==> config.mk <==
export PLATFORM = sky130hd
export DESIGN_NAME = i2c_tgt_regfile
export DESIGN_NICKNAME = d
export VERILOG_FILES = /design/src/rtl/i2c_tgt_regfile.sv
export SDC_FILE = /design/constraint.sdc
export NUM_CORES = 1
export LEC_CHECK = 0
export BUFFER_PORTS_ARGS = -buffer_cell sky130_fd_sc_hd__clkbuf_2
export CAP_MARGIN = 10
export CORE_ASPECT_RATIO = 0.8
export CORE_MARGIN = 4
export CORE_UTILIZATION = 35
export CTS_CLUSTER_DIAMETER = 100
export DETAILED_ROUTE_END_ITERATION = 10
export PLACE_DENSITY_LB_ADDON = 0.08
export SLEW_MARGIN = 20
export SYNTH_ARGS = -nofsm -noshare
export SYNTH_HDL_FRONTEND = slang
export SYNTH_SLANG_ARGS = --single-unit
==> constraint.sdc <==
create_clock -name clk_i -period 2.7 [get_ports clk_i]
set_clock_uncertainty 0.2 [all_clocks]
set_input_delay 0.405 -clock clk_i [delete_from_list [all_inputs] [get_ports clk_i]]
set_output_delay 0.405 -clock clk_i [all_outputs]
set_load 0.1 [all_outputs]
==> src/rtl/i2c_tgt_regfile.sv <==
// I2C target exposing an NREG x 8-bit register file, with a local firmware write port.
// Optional 3-sample glitch filter on SCL/SDA is enabled by defining I2C_TGT_GLITCH_FLT_EN.
module i2c_tgt_regfile #(
  parameter logic [6:0] TGT_ADDR = 7'h42,
  parameter int         NREG     = 8,
  localparam int        IW       = $clog2(NREG)
) (
  input  logic            clk_i,
  input  logic            rst_n_i,
  input  logic            scl_i,
  input  logic            sda_i,
  output logic            scl_o,
  output logic            scl_dir_o,
  output logic            sda_o,
  output logic            sda_dir_o,
  input  logic            loc_wr_en_i,
  input  logic [IW-1:0]   loc_wr_idx_i,
  input  logic [7:0]      loc_wr_dat_i,
  output logic [NREG*8-1:0] reg_o,
  output logic            wr_stb_o,
  output logic [IW-1:0]   wr_idx_o,
  output logic            busy_o
);

  typedef enum logic [3:0] {
    IDLE, ADDR, ADDR_ACK, PTR, PTR_ACK, WDAT, WDAT_ACK, RDAT, RDAT_ACK, SKIP
  } state_t;

  state_t        state;
  logic [1:0]    scl_sync, sda_sync;
  logic          scl_f, sda_f, scl_q, sda_q;
  logic [6:0]    shreg;
  logic [3:0]    bit_cnt;
  logic [IW-1:0] ptr;
  logic          rw, ack_phase;
  logic [7:0]    regs [NREG];

  logic       scl_rise, scl_fall, start_det, stop_det, last_bit, i2c_we;
  logic [7:0] byte_in;

  assign scl_o     = 1'b0;
  assign scl_dir_o = 1'b0;
  assign sda_o     = 1'b0;

  // Synchronisers reset to the idle-bus level so reset release never looks like an edge
  always_ff @(posedge clk_i or negedge rst_n_i) begin
    if (!rst_n_i) begin
      scl_sync <= 2'b11;
      sda_sync <= 2'b11;
    end else begin
      scl_sync <= {scl_sync[0], scl_i};
      sda_sync <= {sda_sync[0], sda_i};
    end
  end

`ifdef I2C_TGT_GLITCH_FLT_EN
  logic [1:0] scl_hist, sda_hist;
  logic       scl_hold, sda_hold;

  // Filtered level follows the line only once three consecutive samples agree
  assign scl_f = (scl_sync[1] == scl_hist[0] && scl_hist[0] == scl_hist[1]) ? scl_sync[1] : scl_hold;
  assign sda_f = (sda_sync[1] == sda_hist[0] && sda_hist[0] == sda_hist[1]) ? sda_sync[1] : sda_hold;

  always_ff @(posedge clk_i or negedge rst_n_i) begin
    if (!rst_n_i) begin
      scl_hist <= 2'b11;
      sda_hist <= 2'b11;
      scl_hold <= 1'b1;
      sda_hold <= 1'b1;
    end else begin
      scl_hist <= {scl_hist[0], scl_sync[1]};
      sda_hist <= {sda_hist[0], sda_sync[1]};
      scl_hold <= scl_f;
      sda_hold <= sda_f;
    end
  end
`else
  assign scl_f = scl_sync[1];
  assign sda_f = sda_sync[1];
`endif

  always_ff @(posedge clk_i or negedge rst_n_i) begin
    if (!rst_n_i) begin
      scl_q <= 1'b1;
      sda_q <= 1'b1;
    end else begin
      scl_q <= scl_f;
      sda_q <= sda_f;
    end
  end

  assign scl_rise  = scl_f & ~scl_q;
  assign scl_fall  = ~scl_f & scl_q;
  assign start_det = scl_f & scl_q & sda_q & ~sda_f;
  assign stop_det  = scl_f & scl_q & ~sda_q & sda_f;
  assign byte_in   = {shreg, sda_f};
  assign last_bit  = (bit_cnt == 4'd7);
  assign i2c_we    = (state == WDAT) && scl_rise && last_bit;

  always_ff @(posedge clk_i or negedge rst_n_i) begin
    if (!rst_n_i) begin
      state     <= IDLE;
      shreg     <= '0;
      bit_cnt   <= '0;
      ptr       <= '0;
      rw        <= 1'b0;
      ack_phase <= 1'b0;
      sda_dir_o <= 1'b0;
      wr_stb_o  <= 1'b0;
      wr_idx_o  <= '0;
      busy_o    <= 1'b0;
    end else begin
      wr_stb_o <= 1'b0;
      if (start_det) begin
        state     <= ADDR;
        bit_cnt   <= '0;
        ack_phase <= 1'b0;
        sda_dir_o <= 1'b0;
      end else if (stop_det) begin
        state     <= IDLE;
        ack_phase <= 1'b0;
        sda_dir_o <= 1'b0;
        busy_o    <= 1'b0;
      end else begin
        case (state)
          ADDR, PTR, WDAT: begin
            if (scl_rise) begin
              shreg   <= byte_in[6:0];
              bit_cnt <= bit_cnt + 4'd1;
              if (last_bit) begin
                bit_cnt <= '0;
                case (state)
                  ADDR: begin
                    if (byte_in[7:1] == TGT_ADDR) begin
                      rw     <= byte_in[0];
                      busy_o <= 1'b1;
                      state  <= ADDR_ACK;
                    end else begin
                      busy_o <= 1'b0;
                      state  <= SKIP;
                    end
                  end
                  PTR: begin
                    if (int'(byte_in) < NREG) begin
                      ptr   <= byte_in[IW-1:0];
                      state <= PTR_ACK;
                    end else begin
                      busy_o <= 1'b0;
                      state  <= SKIP;
                    end
                  end
                  default: begin
                    wr_stb_o <= 1'b1;
                    wr_idx_o <= ptr;
                    ptr      <= ptr + IW'(1);
                    state    <= WDAT_ACK;
                  end
                endcase
              end
            end
          end
          // First SCL fall pulls SDA for the ACK slot, the second one ends it
          ADDR_ACK, PTR_ACK, WDAT_ACK: begin
            if (scl_fall) begin
              if (!ack_phase) begin
                sda_dir_o <= 1'b1;
                ack_phase <= 1'b1;
              end else begin
                ack_phase <= 1'b0;
                sda_dir_o <= 1'b0;
                bit_cnt   <= '0;
                if (state == ADDR_ACK && rw) begin
                  shreg     <= regs[ptr][6:0];
                  sda_dir_o <= ~regs[ptr][7];
                  state     <= RDAT;
                end else if (state == ADDR_ACK) begin
                  state <= PTR;
                end else begin
                  state <= WDAT;
                end
              end
            end
          end
          RDAT: begin
            if (scl_rise) begin
              bit_cnt <= bit_cnt + 4'd1;
            end else if (scl_fall && bit_cnt != 4'd0) begin
              if (bit_cnt == 4'd8) begin
                sda_dir_o <= 1'b0;
                ptr       <= ptr + IW'(1);
                bit_cnt   <= '0;
                state     <= RDAT_ACK;
              end else begin
                shreg     <= {shreg[5:0], 1'b0};
                sda_dir_o <= ~shreg[6];
              end
            end
          end
          RDAT_ACK: begin
            if (scl_rise) begin
              if (sda_f) begin
                busy_o <= 1'b0;
                state  <= SKIP;
              end else begin
                ack_phase <= 1'b1;
              end
            end else if (scl_fall && ack_phase) begin
              ack_phase <= 1'b0;
              shreg     <= regs[ptr][6:0];
              sda_dir_o <= ~regs[ptr][7];
              state     <= RDAT;
            end
          end
          default: ;
        endcase
      end
    end
  end

  // I2C commit is applied last so it wins a same-index collision with the local port
  always_ff @(posedge clk_i or negedge rst_n_i) begin
    if (!rst_n_i) begin
      for (int i = 0; i < NREG; i++) regs[i] <= 8'h00;
    end else begin
      if (loc_wr_en_i) regs[loc_wr_idx_i] <= loc_wr_dat_i;
      if (i2c_we)      regs[ptr]          <= byte_in;
    end
  end

  for (genvar g = 0; g < NREG; g++) begin : g_reg_out
    assign reg_o[8*g +: 8] = regs[g];
  end

endmodule

## Word level (Yosys, flattened, before mapping)

Cells that the tools add are included.

| operators by class | value |
|---|---|
| $add $sub $neg | 2 |
| $lt $le $gt $ge | 5 |
| eq/ne operators | 48 |
| muxes and demuxes | 91 |
| bitwise operators | 18 |
| reductions and logical operators | 27 |

Operator list:

| kind | number |
|---|---|
| bitwise mux 64 bit | 2 |
| two-way mux 64 bit | 2 |
| two-way mux 4 bit | 23 |
| two-way mux 7 bit | 9 |
| inequality test 4 bit (second input constant) | 13 |
| demux 8 bit (select 3 bit) | 2 |
| two-way mux 8 bit | 4 |
| two-way mux 1 bit | 30 |
| one-hot mux 7 bit (4 select lines) | 1 |
| inequality test 2 bit (second input constant) | 13 |
| binary-select mux 8 bit (select 3 bit) | 1 |
| two-way mux 3 bit | 8 |
| inequality test 3 bit (second input constant) | 8 |
| equality test 4 x 3 -> 1 bit (second input constant) | 5 |
| AND reduction 10 bit | 2 |
| one-hot mux 4 bit (4 select lines) | 1 |
| nonzero test 4 bit | 4 |
| inequality test 5 bit (second input constant) | 3 |
| AND reduction 7 bit | 2 |
| one-hot mux 3 bit (2 select lines) | 2 |
| one-hot mux 4 bit (3 select lines) | 1 |
| AND reduction 12 bit | 1 |
| AND reduction 6 bit | 2 |
| inverter 1 bit | 9 |
| other kinds (23) | 43 |

| word-level totals | value |
|---|---|
| register bits | 96 |
| logic and storage cells | 213 |

## Depth between registers and ports, before layout

Gate-level depths: netlist of the first run.

| logic depth | value |
|---|---|
| depth in word-level cells | 11 |
| gate-level depth with buffers | 9 |

## Worst setup path after synthesis of the first run

Ideal clock, no wire load.

| timing path | value |
|---|---|
| kind | flip-flop to flip-flop |
| start | reg regs, in the netlist reg_o[56] |
| end | reg shreg[0] |
| data arrival time | 1942 ps |
| required time | 2375 ps |
| slack | 433 ps |
| stages on the path, launching flop included | 6 |
| clock period less this slack | 2267 ps |
| cell sequence | dfrtp_1 -> mux4_2 -> mux2_2 -> nand2_1 -> o21ai_0 -> mux2_2 |

| on the way | value |
|---|---|
| cells in the longest elaborated chain, start to end | 7 |
| elaborated cells between the ends (all ways) | 9 |
| those cells by class | 9 x mux |

RTL lines:

| what | RTL line | source |
|---|---|---|
| start, declared | 36 | `logic [7:0] regs [NREG];` |
| start signal, assigned by index | 225 | `if (loc_wr_en_i) regs[loc_wr_idx_i] <= loc_wr_dat_i;` |
| start signal, assigned by index | 226 | `if (i2c_we) regs[ptr] <= byte_in;` |
| binary-select mux 8 bit (select 3 bit) (*) | 173, 209 |  |
| two-way mux 8 bit (*) (2 in a row) | n/a |  |
| two-way mux 7 bit | 172 | `if (state == ADDR_ACK && rw) begin` |
| two-way mux 7 bit | 165 | `if (!ack_phase) begin` |
| two-way mux 7 bit | 164 | `if (scl_fall) begin` |
| one-hot mux 7 bit (4 select lines) (*) | 125 | `case (state)` |
| end signal, assigned | 128 | `shreg <= byte_in[6:0];` |
| end signal, assigned | 173 | `shreg <= regs[ptr][6:0];` |
| end signal, assigned | 194 | `shreg <= {shreg[5:0], 1'b0};` |
| end, declared | 32 | `logic [6:0] shreg;` |

Mark *: on every way between the ends. The rest lies on a longest branch, timed or not. The select of a mux whose other input is x is not followed.
A chain may end at the register's enable or synchronous reset.

## Worst setup path in the final report of the first run

| timing path | value |
|---|---|
| start | reg scl_q |
| end | reg shreg[2] |

| on the way | value |
|---|---|
| cells in the longest elaborated chain, start to end | 5 |
| elaborated cells between the ends (all ways) | 19 |
| those cells by class | 6 x eq/ne; 10 x bitwise; 3 x reduce/logical |

RTL lines:

| what | RTL line | source |
|---|---|---|
| start, declared | 31 | `logic scl_f, sda_f, scl_q, sda_q;` |
| start signal, assigned | 87 | `scl_q <= scl_f;` |
| bitwise AND 1 bit | 94, 95 |  |
| bitwise AND 1 bit, on equally long branches (2 in a row) | 95, 94 |  |
| inverter 1 bit (no source line) | n/a |  |
| AND reduction 12 bit (no source line) (*) | n/a |  |

Mark *: on every way between the ends. The rest lies on a longest branch, timed or not.

==> flow_summary.yaml, run 1 <==
synthesis:
  yosys.area.top_type_share: 0.400
  yosysWarnings: 0
  synth-xor-area-share: 0.00156
  synth_top_cell_by_area: "dfrtp_1"
  ys.flop_type: "dfrtp_1"
  synth_top_family_by_area: "multiplexers"
  synth_edf_count: 0
  syn_avg_cell_area_sq_um: 10.1
  postSynth.asyncResetShare: 1.00
  synthTopCellsByArea: "dfrtp_1 (40%), mux2i_1 (13%), a21oi_1 (6.9%), mux4_2 (6.4%), nor2_1 (5.5%)"
  synthDistinctLibCells: 64
  syn_area_sq_um: 5630
  synthMuxAreaShare: 0.228
  yosys_register_bits: 96
  synth_compound_area_frac: 0.136
  yosysMostFrequentCell: "dfrtp_1"
  yosysSeqAreaShare: 0.428
  synthAdderAreaFrac: 0.00667
  yosys.area_share.simple: 0.150
  synthTopCellsByCount: "dfrtp_1 (90), nor2_1 (82), a21oi_1 (78)"
  syn_inst: 555
power_and_ir_drop:
  clkPwrFrac: 0.182
  switchingPower_mw: 4.08
  p_leak_nw: 3.04
  power_frac_seq: 0.285
  power_density_nw_per_um2: 1190
  p_int_mw: 4.02
  sw_frac_of_total: 0.504
  vdd_drop_max_mv: 0.701
  pwr-share-comb: 0.533
  p_total_mw: 8.10
clock_network:
  postCtsSetupBuffers: 0
  cts_buffer_depth: 2
  cts-root-buf: "clkbuf_16"
  clock_latency_ns: 0.35
  tritoncts: "built"
  numCtsBuffers: 9
  clock_sinks: 96
  cts.reportedPaths.clkPinSlew_ns: 0.07
  htreeDepth: 3
placement:
  place_congestion: 0.896
  hpwl_um: 12600
  placed_area_sq_um: 6400
  port_buffers: 85
grt:
  grt_pass1_wl_um: 27000
  grt_max_degree: 58
  grtUsageTotal: 0.199
  globalRoute.totalOverflow: 0
  antenna_found_initial: 0
  grt_pass1_vias: 4446
sta:
  rsz0062_at_grt: "false"
  hold_viol_final: 0
  min_period_ns: 2.52
  finalCritPeriodShare: 0.935
  worst_pin_slew_ns: 0.756
  slew_headroom: 0.496
  finalMaxSlewViolations: 0
  setup_viol: 0
  setup_tns_ns: 0
  fmax_mhz: 396
setup_path:
  r2r_cells: 5
  path_cells: "nand2b_1 > or2_2 > o311ai_0 > o211a_2 > mux2_2"
  cpPeakStageDelay_ns: 0.61
  critPathRequiredTime_ns: 2.73
  cp_slowest_cell: "dfstp_2"
  timing.rr.end: "shreg[2]"
  r2r_slack_ns: 0.18
  crit_path_max_fanout: 11
  crit_type: "flip-flop to flip-flop"
  setup.worst_path.start_class: "flip-flop"
  cp.arrival_ns: 2.55
  end_kind: "flip-flop"
  timing.rr.start: "scl_q"
routing:
  drt_pass1_iterations: 5
  post_drt_wl_per_cell_um: 20.5
  dr.first_iter.drc_count: 357
  ant_nets: 0
  routed-via-count: 4607
  routed_wl_um: 17700
  viasPerCell: 5.35
  drt_drc_violations_left: 0
hold_path:
  hold_class: "flip-flop to flip-flop"
  hold_start: "sda_sync[0]"
  min_delay_path_depth: 0
  holdPathEnd: "sda_sync[1]"
die:
  rows: 41
  start_util: 0.358
  die_x_um: 150
  io_pins: 89
  core_area_sq_um: 15700
  die_h_um: 121
  die_area_sq_um: 18200
final_layout:
  area_growth_pct: 20.4
  drive_gt1_frac: 0.305
  layout.nets: 660
  n_antenna_cell: 0
  fin_area_sq_um: 6780
job:
  cap_viol_max_count: 0
run_status:
  status: "complete, no violations"
## routing by layer
layer	up-vias	GRT usage	routed length (um)
met4	0	0.0474	228
met1	2226	0.309	8680
met2	188	0.273	7340
met3	20	0.0512	1400
met5	-	0	0
li1	2173	-	-
## worst max-delay path, delay by kind of cell (launching register included)
kind / cells / cell delay, ns
muxes: 1 / 0.36
DFF: 1 / 0.61
AOI/OAI and AO/OA: 2 / 0.74
and+or+nand+nor: 2 / 0.49
## state kept, by name, indices dropped and copies added (netlist names), 2 cells and up
signal    cells
reg_o        64
shreg         7
bit_cnt       4
state         4
ptr           3
wr_idx_o      3
scl_sync      2
sda_sync      2
## cell type report
class | count | area (sq um)
fill | 1519 | 8970
tap | 215 | 269
sequential | 96 | 2410
clock inverter | 2 | 60.1
timing repair buffer | 129 | 766
inverter | 6 | 22.5
multi-input combinational | 399 | 2970
clock buffer | 14 | 284
## cells in the final DEF, fill, tap and decap left out, types with 4 or more instances in the layout
| cell | n |
|---|---|
| a21oi_1 | 78 |
| clkbuf_16 | 9 |
| nand2_1 | 19 |
| clkbuf_2 | 84 |
| nor2_1 | 82 |
| mux4_2 | 16 |
| nand3_1 | 9 |
| nor3b_2 | 4 |
| mux2_2 | 15 |
| buf_4 | 42 |
| nor2b_1 | 4 |
| dfstp_2 | 6 |
| o21ai_0 | 9 |
| dfrtp_1 | 90 |
| clkbuf_8 | 4 |
| nand3b_1 | 6 |
| inv_1 | 6 |
| nand2b_1 | 4 |
| o31ai_1 | 4 |
| mux2i_1 | 74 |
| nand4b_1 | 5 |
## how the worst max path moves through the flow
stage	from	to	slack, ns	cells after the start
after global routing	scl_q	shreg[1]	0.004	5
after CTS	scl_q	shreg[2]	0.16	5
after detailed placement	scl_q	shreg[2]	0.17	5
after global placement	scl_q	shreg[0]	0.23	5
final	scl_q	shreg[2]	0.18	5
after floorplan	reg_o[56]	shreg[0]	0.43	5
## what timing repair did
action	in CTS	in global routing
gates resized for setup	0	1
hold buffers	3	0
setup endpoints to repair	0	7
endpoints found under the hold margin	50	0
## kinds of logic after synthesis
group	count (synthesis)
xor+xnor	1
buf+inv	62
simple gates	159
other cells	1
fa+ha+maj	3
mux	106
flops	96
compound gates	127
## power groups by stage
stage               sequential, mW  clock, mW  combinational, mW
finish                        2.31       1.47               4.32
global route                  2.37       1.58               4.58
CTS                           2.30       1.51               4.33
detailed placement            2.33          0               4.32
global placement              2.31          0               4.30
floorplan                     3.68          0               1.96
## per-stage QoR
stage / setup slack, ns / instances / hold slack (ns) / util
2_1_floorplan: 0.433 / 557 / -0.0906 / -
3_3_place_gp: 0.230 / 842 / 0.149 / 0.407
3_5_place_dp: 0.166 / 842 / 0.147 / 0.407
4_1_cts: 0.156 / 861 / 0.156 / 0.430
5_1_grt: 0.00449 / 861 / 0.160 / 0.430
6_report: 0.176 / 861 / 0.156 / 0.430
No activity file was read; power rests on OpenSTA's default activity.
==> run 2, diff against run 1 <==
Settings changed: CORE_MARGIN 4 to 1.
Clock period 2.7 ns to 3.1 ns, I/O delays scaled along.
==> run 2 against run 1 <==
Against the previous run: final cell count is 0.70% lower; non-clock buffer count fell by 6; critical path depth shrank 1; design area decreased by 1.5%; count of clock-buffer cells in the layout fell by 2; die area is 8.7% lower; register-to-register slack better by 0.37 ns; worst hold slack barely moved; routed wire length fell by 2.5%.
==> flow_summary.yaml, run 2 (same netlist as run 1, synthesis figures left out) <==
run_status:
  status: "complete, no violations"
clock_network:
  cts.reportedPaths.clkPinSlew_ns: 0.07
  cts_buffer_depth: 2
  postCtsSetupBuffers: 0
  clock_sinks: 96
  htreeDepth: 3
  clock_latency_ns: 0.35
  numCtsBuffers: 9
  cts-root-buf: "clkbuf_16"
  tritoncts: "built"
final_layout:
  largest_reg_flops: 64
  layout_common_cells: "dfrtp_1 (90), clkbuf_2 (84), nor2_1 (82), a21oi_1 (78), mux2i_1 (74)"
  regArea_sq_um: 2410
  instances_no_fill: 855
  final_util: 0.424
  multiInputGateArea_sq_um: 2970
  fillers: 1569
  layout.nets: 654
  drive_gt1_frac: 0.295
  fin_area_sq_um: 6680
  final_common_cell: "dfrtp_1"
  area_growth_pct: 18.6
  n_antenna_cell: 0
die:
  start_util: 0.358
  die_x_um: 144
  die_area_sq_um: 16600
  die_h_um: 115
  io_pins: 89
  core_area_sq_um: 15700
  rows: 41
setup_path:
  critPathTopFamily: "simple AND/OR/NAND/NOR gates"
  cpPeakStageDelay_ns: 0.73
  crit_type: "flip-flop to flip-flop"
  end_kind: "flip-flop"
  path_cells: "or4b_1 > o311ai_0 > o211a_1 > mux2_2"
  critPathRequiredTime_ns: 3.14
  setup.worst_path.start_class: "flip-flop"
  cp_slowest_cell: "or4b_1"
  crit_path_max_fanout: 18
  cp.arrival_ns: 2.59
  cp.buffers_inverters: 0
sta:
  min_period_ns: 2.56
  rsz0062_at_grt: "false"
  slew_headroom: 0.408
  worst_pin_slew_ns: 0.876
  setup_tns_ns: 0
  setup_viol: 0
  hold_viol_final: 0
  finalCritPeriodShare: 0.824
  fmax_mhz: 391
  fin_ws_ns: 0.544
  hold_ws_ns: 0.156
  finalMaxSlewViolations: 0
power_and_ir_drop:
  p_total_mw: 6.75
  p_leak_nw: 2.98
  power_density_nw_per_um2: 1010
  vdd_drop_max_mv: 0.557
routing:
  drt_drc_violations_left: 0
  dr.first_iter.drc_count: 362
  post_drt_wl_per_cell_um: 20.1
  viasPerCell: 5.43
  routed-via-count: 4639
  ant_nets: 0
  routed_wl_um: 17200
  drt_pass1_iterations: 8
grt:
  grt_max_degree: 50
  grt_pass1_wl_um: 26400
  antenna_found_initial: 0
  grtUsageTotal: 0.218
  globalRoute.totalOverflow: 0
  grt_pass1_vias: 4349
placement:
  placed_area_sq_um: 6370
  port_buffers: 85
  hpwl_um: 12100
  place_congestion: 0.869
  placedCellCount: 836
  dp_slack_ns: 0.565
job:
  cap_viol_max_count: 0
hold_path:
  hold_class: "flip-flop to flip-flop"
run 2: worst register-to-register path, delay by kind of cell, from the launching register on:
family | cells | cell delay (ns)
mux | 1 | 0.38
flops | 1 | 0.60
compound gates | 2 | 0.54
simple gates | 1 | 0.73
run 2: routing by layer:
layer  global-route usage  vias to the layer above  routed length (um)
li1                     -                     2171                   -
met3               0.0496                       22                 904
met2                0.313                      138                7370
met4               0.0511                        0                 215
met1                0.330                     2308                8720
met5                    0                        -                   0
run 2: timing repair:
item	in CTS	in global routing
hold buffers	3	0
hold endpoints to repair	49	0
endpoints found under the setup margin	0	0
gates resized for setup	0	0
run 2: cell type report:
type                            instances  area share
Inverter                                6     0.00337
Clock buffer                           12      0.0369
Sequential cell                        96       0.361
Timing Repair Buffer                  123       0.110
Multi-Input combinational cell        399       0.444
Clock inverter                          4     0.00431
Tap cell                              215      0.0403
run 2: where the power goes:
group | switching [mW] | internal, mW
clock network | 0.510 | 0.569
registers | 0.557 | 1.57
logic | 2.48 | 1.06
total | 3.55 | 3.20
run 2: final timing paths:
kind	startpoint	endpoint	slack (ns)	cells after the start
setup / recovery	state[1]	shreg[3]	0.54	4
hold / removal	sda_sync[0]	sda_sync[1]	0.16	0
setup reg to reg	state[1]	shreg[3]	0.54	4
hold reg to reg	sda_sync[0]	sda_sync[1]	0.16	0
max in group asynchronous	rst_n_i	scl_q	1.41	3
min in group asynchronous	rst_n_i	reg_o[1]	0.51	2
==> run 3, diff against run 2 <==
Clock period 3.1 ns to 2.7 ns, I/O delays scaled along.
==> run 3 against run 2 <==
Against the previous run: setup slack lost 0.34 ns; routed wire length hardly changed; clock power up 34%; sequential share of layout area is 0.84 points lower; sequential power grew 12%; via count is essentially flat.
==> flow_summary.yaml, run 3 (same netlist as run 1, synthesis figures left out) <==
routing:
  ant_nets: 0
  dr.first_iter.drc_count: 363
  routed-via-count: 4641
  drt_pass1_iterations: 5
  viasPerCell: 5.37
  routed_wl_um: 17200
  post_drt_wl_per_cell_um: 19.9
  drt_drc_violations_left: 0
final_layout:
  fin_area_sq_um: 6830
  n_antenna_cell: 0
  drive_gt1_frac: 0.308
  layout_common_cells: "dfrtp_1 (90), clkbuf_2 (84), nor2_1 (82), a21oi_1 (78), mux2i_1 (74)"
  layout.nets: 664
  regArea_sq_um: 2410
  final_common_cell: "dfrtp_1"
  area_growth_pct: 21.4
  largest_reg_flops: 64
  multiInputGateArea_sq_um: 2970
  fillers: 1531
clock_network:
  cts_buffer_depth: 2
  postCtsSetupBuffers: 0
  htreeDepth: 3
  clock_latency_ns: 0.35
  cts.reportedPaths.clkPinSlew_ns: 0.07
  cts-root-buf: "clkbuf_16"
  clock_sinks: 96
  numCtsBuffers: 9
  tritoncts: "built"
setup_path:
  critPathRequiredTime_ns: 2.74
  r2r_cells: 5
  end_kind: "flip-flop"
  timing.rr.start: "state[2]"
  critPathCapture: "bit_cnt[2]"
  crit_path_max_fanout: 17
  setup.worst_path.start_class: "flip-flop"
  crit_type: "flip-flop to flip-flop"
  r2r_slack_ns: 0.20
  cp.arrival_ns: 2.53
  crit_start: "state[2]"
  timing.rr.end: "bit_cnt[2]"
sta:
  setup_tns_ns: 0
  rsz0062_at_grt: "false"
  hold_viol_final: 0
  worst_pin_slew_ns: 0.716
  slew_headroom: 0.519
  fmax_mhz: 401
  finalMaxSlewViolations: 0
  fin_ws_ns: 0.205
  hold_ws_ns: 0.162
  setup_viol: 0
  min_period_ns: 2.50
  finalCritPeriodShare: 0.924
die:
  die_x_um: 144
  start_util: 0.358
  core_area_sq_um: 15700
  rows: 41
  die_area_sq_um: 16600
  die_h_um: 115
  io_pins: 89
grt:
  grt_max_degree: 53
  globalRoute.totalOverflow: 0
  grt_pass1_vias: 4407
  grtUsageTotal: 0.221
  antenna_found_initial: 0
  grt_pass1_wl_um: 26800
placement:
  dp_slack_ns: 0.197
  hpwl_um: 12300
  port_buffers: 85
  placed_area_sq_um: 6470
  place_congestion: 0.847
job:
  cap_viol_max_count: 0
run_status:
  status: "complete, no violations"
hold_path:
  hold_class: "flip-flop to flip-flop"
power_and_ir_drop:
  power_density_nw_per_um2: 1180
  p_leak_nw: 3.07
  vdd_drop_max_mv: 0.605
  p_total_mw: 8.10
run 3: how the worst min path moves through the flow:
stage,endpoint,startpoint,depth (start not counted),slack (ns)
after global routing,scl_sync[1],scl_sync[0],0,0.17
after floorplan,ack_phase,rst_n_i,0,-0.09
final,scl_sync[1],scl_sync[0],0,0.16
after global placement,reg_o[17],rst_n_i,1,0.14
after detailed placement,reg_o[0],rst_n_i,1,0.14
after CTS,scl_sync[1],scl_sync[0],0,0.16
run 3: area by class of cell:
class / instances / area share
well taps: 215 / 0.0394
clock buffers: 14 / 0.0401
repair buffers: 133 / 0.122
flip-flops and latches: 96 / 0.353
inverters: 6 / 0.00330
multi-input cells: 399 / 0.434
clock inverters: 2 / 0.00879
run 3: what timing repair did:
| action | CTS | global route |
|---|---|---|
| hold endpoints to repair | 24 | 0 |
| hold buffers | 3 | 0 |
| resized for setup | 0 | 1 |
| setup endpoints to repair | 0 | 1 |
run 3: metrics by stage:
step | utilization | cells
floorplan | - | 557
global placement | 0.411 | 846
detailed placement | 0.411 | 846
CTS | 0.434 | 865
global route | 0.434 | 865
finish | 0.434 | 865
run 3: critical path, cell delays in order, from the launching register on:
cell      delay [ns]
dfrtp_1         0.72
nand2_1         0.23
o311a_1         0.40
or3_1           0.42
o21bai_1        0.18
a31o_2          0.24
run 3: layer usage:
| layer | global-route usage | vias to the layer above | share of wire |
|---|---|---|---|
| met5 | 0 | - | 0 |
| met2 | 0.327 | 137 | 0.44 |
| met3 | 0.0471 | 8 | 0.052 |
| li1 | - | 2191 | - |
| met1 | 0.336 | 2305 | 0.51 |
| met4 | 0.0326 | 0 | 0.0053 |
run 3: where the power goes:
| group | switching, mW | leakage [nW] | total, mW | internal, mW |
|---|---|---|---|---|
| Clock | 0.558 | 0.163 | 1.45 | 0.890 |
| Combinational | 2.93 | 1.79 | 4.27 | 1.34 |
| Sequential | 0.576 | 1.11 | 2.38 | 1.80 |
